--- config.mk ---
export PLATFORM = sky130hd
export DESIGN_NAME = control_unit
export DESIGN_NICKNAME = d
export VERILOG_FILES = /design/src/rtl/salamander_pkg.sv /design/src/rtl/cu_decoder.sv /design/src/rtl/control_unit.sv
export SDC_FILE = /design/constraint.sdc
export NUM_CORES = 1
export LEC_CHECK = 0
export ABC_AREA = 1
export CORE_ASPECT_RATIO = 1.4
export CORE_UTILIZATION = 36
export CTS_CLUSTER_DIAMETER = 150
export DETAILED_ROUTE_END_ITERATION = 8
export PLACE_DENSITY = 0.76
export REMOVE_ABC_BUFFERS = 1
export SKIP_CTS_REPAIR_TIMING = 1
export SYNTH_ARGS = -nofsm -noshare
export SYNTH_HDL_FRONTEND = slang
export SYNTH_SLANG_ARGS = --single-unit
--- constraint.sdc ---
create_clock -name clk -period 1.1 [get_ports clk]
set_input_delay 0.11 -clock clk [delete_from_list [all_inputs] [get_ports clk]]
set_output_delay 0.11 -clock clk [all_outputs]
set_load 0.01 [all_outputs]
--- src/rtl/salamander_pkg.sv ---
// Shared Salamander-4 definitions: ALU opcode encoding and the control unit state type.
package salamander_pkg;

  localparam logic [3:0] OP_NOP = 4'd0;
  localparam logic [3:0] OP_LD  = 4'd1;
  localparam logic [3:0] OP_ST  = 4'd2;
  localparam logic [3:0] OP_ADD = 4'd3;
  localparam logic [3:0] OP_SUB = 4'd4;
  localparam logic [3:0] OP_INC = 4'd5;
  localparam logic [3:0] OP_DEC = 4'd6;
  localparam logic [3:0] OP_AND = 4'd7;
  localparam logic [3:0] OP_OR  = 4'd8;
  localparam logic [3:0] OP_XOR = 4'd9;
  localparam logic [3:0] OP_NOT = 4'd10;
  localparam logic [3:0] OP_SHL = 4'd11;
  localparam logic [3:0] OP_SHR = 4'd12;
  localparam logic [3:0] OP_JMP = 4'd13;
  localparam logic [3:0] OP_RTN = 4'd14;
  localparam logic [3:0] OP_HLT = 4'd15;

  typedef enum logic [1:0] {
    FETCH   = 2'd0,
    DECODE  = 2'd1,
    EXECUTE = 2'd2,
    HALT    = 2'd3
  } cu_state_t;

endpackage

--- src/rtl/cu_decoder.sv ---
// Opcode-to-control decode for the control unit; outputs are only acted on in EXECUTE.
module cu_decoder
  import salamander_pkg::*;
(
  input  logic [3:0] op_code,
  output logic       acc_we,
  output logic       carry_we,
  output logic       mem_we,
  output logic       jump,
  output logic       ret,
  output logic       halt
);

  always_comb begin
    acc_we   = 1'b0;
    carry_we = 1'b0;
    mem_we   = 1'b0;
    jump     = 1'b0;
    ret      = 1'b0;
    halt     = 1'b0;
    case (op_code)
      OP_ADD, OP_SUB: begin
        acc_we   = 1'b1;
        carry_we = 1'b1;
      end
      OP_LD, OP_INC, OP_DEC, OP_AND, OP_OR, OP_XOR, OP_NOT, OP_SHL, OP_SHR:
        acc_we = 1'b1;
      OP_ST:  mem_we = 1'b1;
      OP_JMP: jump   = 1'b1;
      OP_RTN: ret    = 1'b1;
      OP_HLT: halt   = 1'b1;
      default: ;
    endcase
  end

endmodule

--- src/rtl/control_unit.sv ---
// Salamander-4 sequencer: fetch/decode/execute around an external ALU and two synchronous memories.
//   state   | meaning
//   FETCH   | pc on instr_addr, memory read in flight
//   DECODE  | latch ir, operand address presented to data memory
//   EXECUTE | ALU enabled, results/pc/write committed
//   HALT    | frozen until rst
module control_unit
  import salamander_pkg::*;
#(
  parameter int SIZE   = 8,
  parameter int ADDR_W = 4
) (
  input  logic                clk,
  input  logic                rst,
  output logic [ADDR_W-1:0]   instr_addr,
  input  logic [ADDR_W+3:0]   instr_data,
  output logic [ADDR_W-1:0]   data_addr,
  input  logic [SIZE-1:0]     data_rd_data,
  output logic                data_wr_en,
  output logic [SIZE-1:0]     data_wr_data,
  output logic                alu_ce,
  output logic [3:0]          alu_op_code,
  output logic [SIZE-1:0]     alu_left,
  output logic [SIZE-1:0]     alu_right,
  output logic                alu_carry_in,
  input  logic                alu_carry_out,
  input  logic [SIZE-1:0]     alu_op_out,
  output logic [SIZE-1:0]     acc,
  output logic                carry_flag,
  output logic                zero_flag,
  output logic                halted
);

  cu_state_t         state;
  logic [ADDR_W-1:0] pc;
  logic [ADDR_W-1:0] link;
  logic [ADDR_W+3:0] ir;
  logic [3:0]        ir_op;
  logic [ADDR_W-1:0] ir_addr;
  logic [ADDR_W-1:0] pc_inc;
  logic              in_exec;
  logic              acc_we, carry_we, mem_we, jump, ret, halt;

  assign ir_op   = ir[ADDR_W+3:ADDR_W];
  assign ir_addr = ir[ADDR_W-1:0];
  assign pc_inc  = pc + ADDR_W'(1);

  cu_decoder u_decoder (
    .op_code  (ir_op),
    .acc_we   (acc_we),
    .carry_we (carry_we),
    .mem_we   (mem_we),
    .jump     (jump),
    .ret      (ret),
    .halt     (halt)
  );

  // Strobes are masked by rst so a reset landing on an ST execute never writes memory.
  assign in_exec      = (state == EXECUTE) && !rst;
  assign instr_addr   = pc;
  assign data_addr    = (state == DECODE) ? instr_data[ADDR_W-1:0] : ir_addr;
  assign data_wr_en   = in_exec && mem_we;
  assign data_wr_data = acc;
  assign alu_ce       = in_exec;
  assign alu_op_code  = in_exec ? ir_op : OP_NOP;
  assign alu_left     = acc;
  assign alu_right    = data_rd_data;
  assign alu_carry_in = carry_flag;
  assign halted       = (state == HALT) && !rst;

  always_ff @(posedge clk) begin
    if (rst) begin
      state      <= FETCH;
      pc         <= '0;
      link       <= '0;
      ir         <= '0;
      acc        <= '0;
      carry_flag <= 1'b0;
      zero_flag  <= 1'b0;
    end else begin
      case (state)
        FETCH:  state <= DECODE;
        DECODE: begin
          ir    <= instr_data;
          state <= EXECUTE;
        end
        EXECUTE: begin
          if (acc_we) begin
            acc       <= alu_op_out;
            zero_flag <= (alu_op_out == '0);
          end
          if (carry_we) carry_flag <= alu_carry_out;
          if (jump) begin
            link <= pc_inc;
            pc   <= ir_addr;
          end else if (ret) begin
            pc <= link;
          end else if (!halt) begin
            pc <= pc_inc;
          end
          state <= halt ? HALT : FETCH;
        end
        HALT:    state <= HALT;
        default: state <= FETCH;
      endcase
    end
  end

endmodule

==> metrics.log <==
INFO  metric vias_after_detailed_routing = about 1,700
INFO  metric n_antenna_cell = 0
INFO  metric finClkSkew = between 0.004 and 0.005 ns
INFO  metric grt_pass1_wl = roughly 6000 µm
INFO  metric grt-ovfl-total = 0
INFO  metric crit_path_cell_trace = inv_2, nor2_4, or2_2, o21ai_2, inv_1, clkbuf_2
INFO  metric clock-root-buffer = clkbuf_8
INFO  metric final_layout_size_suffix_gt1_share = between 40 and 50%
INFO  metric min_period_over_period = 124%
INFO  metric synth-seq-cells = 28
INFO  metric max_stage_delay = 0.33 ns
INFO  metric totalPowerFinal = 2.88 mW
INFO  metric worst_slew_margin_rel = 85.3%
INFO  metric violation_count_after_the_first_detailed_routing_iteration = between 40 and 50
INFO  metric met1_length = 1700 µm
INFO  metric flow.area_growth_from_synthesis = 73.8%
INFO  metric wl_per_cell = roughly 14 µm
INFO  metric cts_tree = built
INFO  metric maximum_number_of_pins_on_one_net_before_global_route_repair = 21
INFO  metric place.gp.congestion = ~0.8
INFO  metric rsz0062_at_grt = true
INFO  metric ant_nets = 0
INFO  metric fin_tns_setup = -4.54 ns
INFO  metric layout.cells.most_common = dlymetal6s2s_1
INFO  metric violations = DRC, setup timing
INFO  metric syn-instance-count = approximately 220
INFO  metric detailed_place_hpwl = around 2900 µm
INFO  metric syn-cell-area = 1550 µm²
INFO  metric max-vdd-ir-drop = roughly 0.7 mV
INFO  metric timing.critical_path.arrival = 1.25 ns
INFO  metric fin_ws = -0.259 ns
INFO  metric rows = 27
INFO  metric run_status = complete, but fails checks
INFO  metric crit_slowest_cell = dfxtp_2
INFO  metric met3WireLength = a little under 300 µm
INFO  metric synth_sequential_area_ratio = 36.2%
INFO  metric core_area = 4020 µm²
INFO  metric setup_viol = 30
INFO  metric crit_path_end_kind = output port
INFO  metric routed_wirelength = approximately 4800 µm
INFO  metric worstSetupPathType = reg2out
INFO  metric clock_sink_count = 28
INFO  metric synth.lib_cells_used.distinct = 25
INFO  metric maxSlewViolCount = 0
INFO  metric ctsHtreeMaxLevel = 1
INFO  metric nets = between 300 and 400
INFO  metric crit_family = flip-flops
INFO  metric clkTransAtPathRegs = roughly 0.090 ns
INFO  metric max_fclk = between 700 and 800 MHz
INFO  metric first_drt_pass_iteration_count = 6
INFO  metric powerDensity = 1070 nW/µm²
INFO  metric buffers_added_on_ports = 60
INFO  metric boundaryPins = a little under 80
INFO  metric timing.max_cap.violations = 0
INFO  metric first_global_vias = ~1,500
INFO  metric start_util = between 30% and 40%
INFO  metric die-area = between 4000 and 5000 µm²
INFO  metric critical_path.startpoint_type = flop
INFO  metric worst_skew_pair.late_latency = ~0.28 ns
INFO  metric fillers = 282
INFO  metric grt_antenna_before_repair = 0
INFO  metric die-height = ~80 µm
INFO  metric syn-mean-instance-area = between 7 and 8 µm²
INFO  metric ys_warns = 0
INFO  metric power.static_leakage = around 1.7 nW
INFO  metric path_max_fanout = 5
INFO  metric worstPathRequired = a little under 1 ns
INFO  metric path_category_of_the_worst_min_delay_check = in2out
INFO  metric all_layer_gr_usage = 16.5%
INFO  metric tightest_slew = 0.219 ns
INFO  metric maximum_clock_path_buffer_count = 2
INFO  metric wl_met2 = roughly 2700 µm
INFO  metric final-hold-violation-count = 0
INFO  metric critical_path_buf_inv_count = 3
INFO  metric top_layer = met4
INFO  metric fp.dieW = roughly 57 µm
INFO  metric via_per_inst = between 5 and 6
INFO  metric final.min_clock_period = 1.36 ns
INFO  metric most-common-layout-cells = dlymetal6s2s_1 (31), nand2_1 (24), buf_4 (23)
INFO  metric numCtsBuffers = 3
INFO  metric drc_errors = 2
final timing paths:
path                         from      endpoint  slack, ns  cells after the start
hold / removal    data_rd_data[0]  alu_right[0]       0.22                      0
setup / recovery         state[0]  data_addr[1]      -0.26                      6
hold reg to reg           link[3]       link[3]       0.47                      2
setup reg to reg         state[0]        acc[7]      -0.19                      8
worst reg2reg max path: cells and delay by family, from the launching register on:
kind / cells / cell delay, ns
flip-flops: 1 / 0.33
buffers and inverters: 3 / 0.37
AND/OR/NAND/NOR: 5 / 0.48
registers in the layout, summed over array words and instances, names as in the netlist:
register	flops
instr_addr	4
ir	8
zero_flag	1
alu_carry_in	1
acc	8
link	4
state	2
layout make-up:
class	instances	area, µm²	share of cell area [%]
Timing Repair Buffer	95	946	35.1
Inverter	23	101	3.76
Clock inverter	1	30.0	1.11
Sequential cell	28	583	21.6
Clock buffer	3	41.3	1.53
Multi-Input combinational cell	138	940	34.9
Tap cell	43	53.8	2.00
routing by layer:
layer,global-route usage (%),vias to the layer above
li1,-,807
met1,16.5,763
met2,31.9,75
met3,5.02,12
met4,5.12,0
met5,0,-
cells by family (layout without fill, tap and decap cells):
family	Yosys count	count (layout)	share of synthesized area, %
buffers and inverters	52	122	19.3
adder cells (fa/ha/maj)	1	1	0.807
flip-flops	28	28	36.2
AO/OA/AOI/OAI	38	38	13.2
AND/OR/NAND/NOR	97	98	30.0
XOR/XNOR	1	1	0.565
per-stage QoR:
step,cell area [µm²],hold WS (ns),instances,util (%),setup slack (ns)
CTS,2300,0.220,327,57.3,-0.700
floorplan,1340,0.172,188,-,-0.0718
global route,2700,0.220,331,67.0,-0.347
detailed placement,2230,0.220,323,55.5,-0.500
global placement,2230,0.220,323,55.5,-0.483
finish,2700,0.220,331,67.0,-0.259
power by group:
| part | total, mW | internal [mW] | switching [mW] |
|---|---|---|---|
| combinational | 0.918 | 0.454 | 0.464 |
| clock | 0.822 | 0.488 | 0.334 |
| sequential | 1.14 | 1.09 | 0.0513 |
| total | 2.88 | 2.03 | 0.850 |
synth_stat cells (all sizes together):
cell | count | area share (%)
nor2 | 43 | 14
nand2 | 34 | 9.2
buf | 28 | 13
dfxtp | 28 | 36
inv | 23 | 5.6
o21ai | 22 | 7.6
a21oi | 15 | 5.1
nand3 | 12 | 3.9
nor3 | 3 | 0.97
or2 | 3 | 1.2
nand4 | 2 | 0.81
clkbuf | 1 | 0.24
ha | 1 | 0.81
o21a | 1 | 0.48
xor2 | 1 | 0.57
Note: power is estimated with default switching activity, not from simulation.
